### src/rtl/fsm_count_seq.sv
// Button-driven up/down count sequencer with pause/resume, auto-restart and a
// Mealy done pulse; the internal divider produces a clock enable (tick).
module fsm_count_seq #(
  parameter int unsigned CNT_W   = 4,
  parameter int unsigned DIV_MAX = 1500000,
  parameter int unsigned DIV_W   = 24
) (
  input  logic             clk,
  input  logic             rst,
  input  logic             go_n,
  input  logic             pause_n,
  input  logic             dir,
  input  logic [CNT_W-1:0] limit,
  input  logic             auto_restart,
  output logic [CNT_W-1:0] count,
  output logic             busy,
  output logic             done,
  output logic [1:0]       state
);

  typedef enum logic [1:0] {
    S_IDLE     = 2'd0,
    S_COUNTING = 2'd1,
    S_PAUSED   = 2'd2,
    S_DONE     = 2'd3
  } state_e;

  state_e             state_q, state_d;
  logic [CNT_W-1:0]   count_q, count_d;
  logic [CNT_W-1:0]   limit_q, limit_d;
  logic [DIV_W-1:0]   div_q, div_d;
  logic               dir_q, dir_d;
  logic               busy_q, busy_d;
  // [0],[1] synchroniser stages; [2] previous synchronised level for edge detect
  logic [2:0]         go_sync_q, go_sync_d;
  logic [2:0]         pause_sync_q, pause_sync_d;

  logic               go_press;
  logic               pause_press;
  logic               tick;
  logic               terminal;
  logic [CNT_W-1:0]   start_val;

  // Falling edge of the synchronised active-low button is one press
  assign go_press    = go_sync_q[2] & ~go_sync_q[1];
  assign pause_press = pause_sync_q[2] & ~pause_sync_q[1];
  assign tick        = (div_q == DIV_W'(DIV_MAX));
  assign terminal    = dir_q ? (count_q == '0) : (count_q == limit_q);
  assign start_val   = dir_q ? limit_q : '0;

  // Next-state, divider, count and Mealy done logic
  always_comb begin
    state_d      = state_q;
    count_d      = count_q;
    limit_d      = limit_q;
    div_d        = div_q;
    dir_d        = dir_q;
    done         = 1'b0;
    go_sync_d    = {go_sync_q[1:0], go_n};
    pause_sync_d = {pause_sync_q[1:0], pause_n};

    unique case (state_q)
      S_IDLE, S_DONE: begin
        if (go_press) begin
          state_d = S_COUNTING;
          dir_d   = dir;
          limit_d = limit;
          count_d = dir ? limit : '0;
          div_d   = '0;
        end
      end
      S_COUNTING: begin
        div_d = tick ? '0 : div_q + DIV_W'(1);
        if (tick) begin
          if (terminal) begin
            // Terminal tick takes priority; a coincident pause press is dropped
            done = 1'b1;
            if (auto_restart) begin
              count_d = start_val;
            end else begin
              state_d = S_DONE;
            end
          end else begin
            count_d = dir_q ? count_q - CNT_W'(1) : count_q + CNT_W'(1);
            if (pause_press) begin
              state_d = S_PAUSED;
            end
          end
        end else if (pause_press) begin
          state_d = S_PAUSED;
        end
      end
      S_PAUSED: begin
        // Abort beats resume when both buttons land together
        if (go_press) begin
          state_d = S_IDLE;
          count_d = '0;
          div_d   = '0;
        end else if (pause_press) begin
          state_d = S_COUNTING;
        end
      end
      default: begin
        state_d = S_IDLE;
        count_d = '0;
        div_d   = '0;
      end
    endcase

    busy_d = (state_d == S_COUNTING) || (state_d == S_PAUSED);
  end

  // State and datapath registers; sync chains reset to the released level
  always_ff @(posedge clk or posedge rst) begin
    if (rst) begin
      state_q      <= S_IDLE;
      count_q      <= '0;
      limit_q      <= '0;
      div_q        <= '0;
      dir_q        <= 1'b0;
      busy_q       <= 1'b0;
      go_sync_q    <= 3'b111;
      pause_sync_q <= 3'b111;
    end else begin
      state_q      <= state_d;
      count_q      <= count_d;
      limit_q      <= limit_d;
      div_q        <= div_d;
      dir_q        <= dir_d;
      busy_q       <= busy_d;
      go_sync_q    <= go_sync_d;
      pause_sync_q <= pause_sync_d;
    end
  end

  assign count = count_q;
  assign busy  = busy_q;
  assign state = state_q;

endmodule

### config.mk
export PLATFORM = sky130hd
export DESIGN_NAME = fsm_count_seq
export DESIGN_NICKNAME = d
export VERILOG_FILES = /design/src/rtl/fsm_count_seq.sv
export SDC_FILE = /design/constraint.sdc
export NUM_CORES = 1
export LEC_CHECK = 0
export ABC_AREA = 1
export BUFFER_PORTS_ARGS = -buffer_cell sky130_fd_sc_hd__buf_2
export CAP_MARGIN = 15
export CORE_UTILIZATION = 35
export DETAILED_ROUTE_END_ITERATION = 16
export GPL_ROUTABILITY_DRIVEN = 0
export PLACE_DENSITY_LB_ADDON = 0.25
export SYNTH_ARGS = -nofsm -noshare
export SYNTH_HDL_FRONTEND = slang
export SYNTH_SLANG_ARGS = --single-unit
### constraint.sdc
create_clock -name clk -period 1.7 [get_ports clk]
set_input_delay 0.255 -clock clk [delete_from_list [all_inputs] [get_ports clk]]
set_output_delay 0.255 -clock clk [all_outputs]
set_load 0.01 [all_outputs]
After elaboration in Yosys (flattened, before gate mapping). Index checks and enable logic that the tools add are counted.

Bits of input ports: 10. Register bits: 42. Output and inout port bits: 8. Logic and storage cells: 58.

Multiplexer cells: 24. Equal/unequal tests: 12. Add/subtract/negate cells: 3. Bitwise operators: 4. Reduce and logical (&&, ||, !) cells: 7.

Operators with widths (count): $mux 24 (2); $pmux 24 s2 (1); $mux 4 (8); $add 24x1->24 const B (1); $eq 24x21->1 const B (1); $mux 2 (7); $pmux 4 s3 (1); $eq 2x2->1 const B (3); $ne 2x2->1 const B (3); $pmux 2 s3 (1); $add 4x1->4 const B (1); $eq 2x1->1 const B (2); $eq 4x4->1 (1); $logic_not 4->1 (1); $mux 1 (4); $reduce_and 4->1 (1); $sub 4x1->4 const B (1); $ne 3x3->1 const B (1); $reduce_or 3->1 (1); $and 1x1->1 (2); $logic_not 2->1 (1); $ne 2x1->1 const B (1); $not 1->1 (2); $reduce_and 2->1 (1); 2 further kinds (2).

Logic depth before layout (Yosys ltp). Gate-level depths: netlist of the first run.

Word-level depth: 8. Mapped depth: 13. Mapped depth without buffers: 13.

Least setup slack after synthesis of the first run. No wires, ideal clock.

Kind: flip-flop to flip-flop. Start: reg state_q[0], in the netlist state[0]. End: reg busy_q, in the netlist busy. Slack: 0.036 ns. Data arrival time: 1.599 ns. Library setup time: 0.065 ns. Clock period less this slack: 1.664 ns. Data required time: 1.635 ns. Path buffers: 0. Cell stages (with the launch flop): 11. Cells stage by stage: dfrtp_1 -> inv_1 -> ha_1 -> inv_1 -> nor2_1 -> inv_1 -> a31oi_1 -> inv_1 -> nand2_1 -> nand2_1 -> nand2_1.

Elaborated cells between the ends (all ways): 16. Classes of those cells: 5 x eq/ne; 8 x mux; 3 x reduce/logical.

RTL lines: from (decl) (RTL line 28) `state_e state_q, state_d;`; from (signal assigned) (RTL line 125) `state_q <= state_d;`; $eq 2x2->1 or $logic_not 2->1 (tied branches) (RTL line 62) `unique case (state_q)`; $reduce_or 2->1 (RTL line 62); $pmux 2 s3 (*) (RTL line 62); via state_d[1] (RTL line 28); $eq 2x1->1 or $eq 2x2->1 (tied branches) (RTL line 110) `busy_d = (state_d == S_COUNTING) || (state_d == S_PAUSED);`; $logic_or 1x1->1 (*) (RTL line 110); via busy_d (RTL line 33) `logic busy_q, busy_d;`; to (signal assigned) (RTL line 130) `busy_q <= busy_d;`; to (decl) (RTL line 33).

The timed path passes the listed nets; every way through them passes the cells marked *. A chain may end at the register's enable or synchronous reset.

Worst setup path after layout of the first run.
Start: reg div_q[0]. End: reg busy_q, in the netlist busy.

Longest elaborated chain between the ends: 5. Elaborated cells between the ends (all ways): 6. Classes of those cells: 3 x eq/ne; 2 x mux; 1 x reduce/logical.

Ends and longest elaborated chain: from (decl) (RTL line 31) `logic [DIV_W-1:0] div_q, div_d;`; from (signal assigned) (RTL line 128) `div_q <= div_d;`; $eq 24x21->1 (*) (RTL line 47) `assign tick = (div_q == DIV_W'(DIV_MAX));`; $mux 2 (*) (RTL line 74) `if (tick) begin`; $pmux 2 s3 (*) (RTL line 62); via state_d[0] (RTL line 28); $eq 2x1->1 or $eq 2x2->1 (tied branches) (RTL line 110); $logic_or 1x1->1 (*) (RTL line 110); via busy_d (RTL line 33).

Marked as above.

==> results of run 1 <==
how the worst max path moves through the flow:
stage,to,slack (ns),depth (start not counted)
floorplan,busy,0.04,10
global placement,count[3],0.05,9
detailed placement,done,0.03,9
CTS,done,-0.26,9
global route,done,-0.30,8
finish,busy,-0.17,15
cell type report:
type / instances / area share
well taps: 99 / 0.0358
clock buffers: 6 / 0.0238
inverters: 56 / 0.0628
multi-input cells: 249 / 0.420
flip-flops and latches: 42 / 0.308
clock inverters: 2 / 0.00361
repair buffers: 67 / 0.146
power by group through the flow:
stage	registers, mW	clock network [mW]	logic (mW)
2_1_floorplan	1.40	0	1.41
3_3_place_gp	1.41	0	2.22
3_5_place_dp	1.41	0	2.24
4_1_cts	1.39	0.719	2.38
5_1_grt	1.41	0.756	3.10
6_report	1.38	0.696	2.83
state kept, by name (all words and copies together), names as in the netlist:
name          cells
count             4
go_sync_q         3
pause_sync_q      3
limit_q           4
div_q            24
busy              1
state             2
dir_q             1
cell usage in the layout, fill, tap and decap left out, types with 5 or more instances in the layout:
master	netlist	routed
a21oi_1	6	6
buf_2	0	17
buf_4	0	42
buf_6	0	5
clkbuf_8	0	6
dfrtp_1	36	29
dfrtp_2	0	7
dfstp_2	6	6
inv_1	46	40
inv_2	7	11
nand2_1	92	85
nand2_2	4	9
nand3_1	19	16
nand4_1	8	8
nor2_1	35	29
nor2_2	2	5
nor2_4	3	6
nor3_1	7	6
o21ai_0	17	12
o21ai_1	1	6
o22ai_1	12	12
xnor2_1	5	5
xor2_1	12	12
metrics by stage:
step	power, mW	setup slack [ns]	instance area [µm²]	hold slack, ns
final	4.91	-0.168	3460	0.0492
after global routing	5.27	-0.297	3460	0.0370
after CTS	4.49	-0.262	3200	0.0353
after detailed placement	3.65	0.0338	3020	0.312
after global placement	3.62	0.0512	3020	0.308
after floorplan	2.82	0.0363	2620	0.259
repair_timing:
| item | in CTS | in global routing |
|---|---|---|
| buffers inserted | 8 | 18 |
| gates resized for setup | 6 | 45 |
| hold buffers | 1 | 0 |
| endpoints found under the setup margin | 1 | 26 |
| hold endpoints to repair | 35 | 0 |
| pin swaps | 4 | 19 |
routing by layer:
metal / track usage / wire length [µm]
met3: 0.0243 / 223
met4: 0.0630 / 110
met5: 0 / 0
met2: 0.262 / 3050
met1: 0.262 / 3350
logic make-up (layout without fill, tap and decap cells):
kind of cell	count (synthesis)	count (layout)	synth area share
adder cells (fa/ha/maj)	7	7	0.0363
flip-flops	42	42	0.404
AO/OA/AOI/OAI	45	45	0.0999
buffers and inverters	58	131	0.0851
XOR/XNOR	17	17	0.0569
multiplexers	1	1	0.00430
AND/OR/NAND/NOR	179	179	0.313
==> out/qor.csv, run 1 <==
metric,value,unit
grt_pass1_wl,10500,µm
core-area,7250,µm²
fin_crit_sh,1.10,
synth_common_cells,"92 x nand2_1, 46 x inv_1, 36 x dfrtp_1, 35 x nor2_1, 19 x nand3_1",
r2r-end,busy,
p_int,2.81,mW
num-nets-final,438,
synth_top_area_share,0.344,
routed_via_density,4.94,
dp.cells,486,
powerDensity,1420,nW/µm²
floorplan.initialDensity,0.361,
netSwitchingFraction,0.428,
hold_viol_final,0,
clk_latency,0.30,ns
async_flop_share,1.00,
layout-drive-gt1-share,0.327,
crit_type,flip-flop to flip-flop,
clkSinkCount,42,
areaGrowthSynthToFinish,32.4,%
power_frac_comb,0.576,
status,finished with violations,
drc_errors,0,
grt_overflow_total,0,
ys_warn_count,0,
leakage,1.64,nW
grt_antenna_before_repair,0,
drtPass1Iterations,4,
critPathMaxFanout,4,
peakVddDrop,0.000577,V
fin_cells,521,
tritoncts,done,
cp-end-kind,flip-flop,
drt_wl_total,6730,µm
synth.distinct_cells,37,
finish.utilization,0.478,
synth-seq-cells,42,
syn_area,2620,µm²
cts_buffer_depth,2,
io_buffers,17,
synth_cells,349,
failed_checks,negative setup slack,
fp-row-count,31,
ant_nets,0,
synth_top_area_cell,dfrtp_1,
slew_headroom,0.767,
r2r_start,div_q[0],
clock.fmax,535,MHz
die_height,88.5,µm
hold_depth,1,
fillers,724,
grt_pass1_vias,2208,
htree_levels,2,
syn_area_per_cell,7.50,µm²
clk_pin_slew,0.09,ns
required,1.94,ns
via_count,2576,
pwr-share-clk,0.142,
rsz0062_at_grt,true,
crit_start,div_q[0],
crit_path_frequent_cell,nand2_1,
cpPeakStageDelay,0.43,ns
dp_hpwl,4710,µm
wire_per_inst,12.9,µm
hold_end,pause_sync_q[0],
hold_path.class,input pin to flip-flop,
root_buffer,clkbuf_8,
fin_crit,1.87,ns
drv_slew,0,
cp_slowest_cell,dfrtp_1,
tns,-1.71,ns
finClkSkew,0.00972,ns
path_cells,inv_2 > ha_4 > nand3_4 > nor2_4 > buf_4 > buf_6 > buf_6 > inv_2 > nor2_1 > nand2_1 > nand2_1 > nand2_2 > a21oi_2 > nand2_1 > nand2_1,
seqCellArea,1070,µm²
synth_top_flop_cell,dfrtp_1,
synth_edf_count,0,
worst_ep_arrival_time,2.11,ns
setup_violations,22,
hold_start,pause_n,
cts_buffers,5,
p_seq_frac,0.282,
synth_area_leaders,"dfrtp_1 34%, nand2_1 13%, inv_1 6.6%",
drtIter0Drc,225,
syn_nets,366,
path_delay_family,simple AND/OR/NAND/NOR gates,
rrSetupSlack,-0.17,ns
startpoint_type,flip-flop,
fp.dieW,88.5,µm
multiInputGateArea,1450,µm²
grt.total_usage,0.176,
io_pins,18,
worst_slack,-0.168,ns
netSwitchingPower,2.10,mW
crit_buf_inv,5,
grt_max_degree,43,
drv_cap,0,
synth.most_common_cell,nand2_1,
synth-seq-area-share,0.404,
num_antenna_cells,0,
reg2reg_depth,15,
design.die.area,7830,µm²
worst_slew_pin_slew,0.346,ns
No activity file was read; power rests on OpenSTA's default activity.
==> run 2, diff against run 1 <==
REMOVE_ABC_BUFFERS = 1   (was not set)
==> out/qor.csv, run 2 (synthesis gave the netlist of run 1 again) <==
metric,value,unit
fin_crit_sh,1.12,
clkSinkCount,42,
design.die.area,7830,µm²
grt_antenna_before_repair,0,
status,finished with violations,
netSwitchingFraction,0.421,
wire_per_inst,12.7,µm
io_buffers,17,
finClkSkew,0.0102,ns
grt_pass1_wl,10800,µm
clock.fmax,527,MHz
netSwitchingPower,2.05,mW
fin_crit,1.90,ns
hold_path.class,input pin to flip-flop,
drv_cap,0,
drv_slew,0,
die_height,88.5,µm
drc_errors,0,
clk_latency,0.31,ns
io_pins,18,
cp-end-kind,output port,
root_buffer,clkbuf_8,
htree_levels,2,
setup_violations,7,
worst_ep_arrival_time,1.64,ns
crit_type,flip-flop to output port,
grt_overflow_total,0,
drtPass1Iterations,4,
failed_checks,negative setup slack,
leakage,1.66,nW
largest_reg_flops,24,
finish.utilization,0.482,
cts_buffer_depth,2,
worst_slew_pin_slew,0.359,ns
final_cell_mix,"87 x nand2_1, 50 x buf_4, 43 x inv_1",
cts_buffers,5,
fp-row-count,31,
p_int,2.82,mW
num-nets-final,442,
floorplan.initialDensity,0.361,
cp_slowest_cell,dfrtp_1,
final_common_cell,nand2_1,
grt_max_degree,43,
tritoncts,done,
powerDensity,1390,nW/µm²
cpPeakStageDelay,0.41,ns
clk_pin_slew,0.09,ns
p_seq_frac,0.278,
critPathMaxFanout,2,
hold_viol_final,0,
num_antenna_cells,0,
pwr-share-clk,0.165,
slew_headroom,0.759,
via_count,2485,
fp.dieW,88.5,µm
rsz0062_at_grt,true,
grt.total_usage,0.180,
required,1.44,ns
core-area,7250,µm²
power_frac_comb,0.557,
peakVddDrop,0.000636,V
routed_via_density,4.73,
worst_slack,-0.197,ns
grt_pass1_vias,2315,
startpoint_type,flip-flop,
largest_register,div_q,
drt_wl_total,6680,µm
layout-drive-gt1-share,0.322,
areaGrowthSynthToFinish,33.5,%
crit_path_frequent_cell,nor2_4,
power,4.87,mW
drtIter0Drc,122,
dp_hpwl,4750,µm
ant_nets,0,
path_cells,inv_2 > ha_4 > nand3_4 > nor2_4 > nand2_2 > nor2_4 > nand2_1 > nor2_1 > buf_2,
run 2: area by class of cell:
type	instances	area, µm²
clock buffers	5	68.8
repair buffers	71	517
inverters	56	218
well taps	99	124
flip-flops and latches	42	1060
clock inverters	3	40.0
fillers	745	3760
multi-input cells	249	1470
run 2: what timing repair did:
item                                    in CTS  in global routing
gates resized for setup                      5                 35
setup buffers                                6                 21
hold buffers                                 1                  0
hold endpoints to repair                    36                  0
pin swaps                                    3                 14
endpoints found under the setup margin       5                 23
run 2: power by group through the flow:
| stage | clock [mW] | sequential, mW | combinational, mW |
|---|---|---|---|
| global route | 0.854 | 1.38 | 3.01 |
| CTS | 0.834 | 1.36 | 2.41 |
| floorplan | 0 | 1.40 | 1.41 |
| global placement | 0 | 1.40 | 2.22 |
| finish | 0.803 | 1.35 | 2.71 |
| detailed placement | 0 | 1.41 | 2.23 |
run 2: worst paths after layout:
path / start / to / slack [ns] / cells after the start
min reg2reg: pause_sync_q[0] / pause_sync_q[1] / 0.36 / 0
min: pause_n / pause_sync_q[0] / 0.04 / 1
min in group asynchronous: rst / div_q[3] / 0.52 / 4
max: div_q[1] / done / -0.20 / 9
max reg2reg: div_q[1] / count[0] / -0.08 / 14
max in group asynchronous: rst / go_sync_q[0] / 0.92 / 4
run 2: worst max-delay path: cells and delay by family (launching register included):
| family | cells | cell delay, ns |
|---|---|---|
| simple gates | 6 | 0.54 |
| fa+ha+maj | 1 | 0.15 |
| buf+inv | 2 | 0.23 |
| flops | 1 | 0.41 |
run 2: metrics by stage:
stage / setup slack (ns) / area (µm²) / hold slack (ns) / setup TNS (ns) / instances
2_1_floorplan: -0.0196 / 2610 / 0.259 / -0.0196 / 347
5_1_grt: -0.316 / 3490 / 0.0391 / -1.77 / 525
3_5_place_dp: -0.0297 / 3030 / 0.309 / -0.0462 / 490
6_report: -0.197 / 3490 / 0.0418 / -0.552 / 525
4_1_cts: -0.260 / 3210 / 0.0286 / -0.367 / 505
3_3_place_gp: -0.0309 / 3030 / 0.307 / -0.0309 / 490
run 2: per-layer routing:
metal	track usage	wire length (µm)	up-vias
met3	0.0299	166	11
met5	0	0	-
li1	-	-	1280
met1	0.239	3240	1159
met4	0.0704	129	0
met2	0.294	3140	35
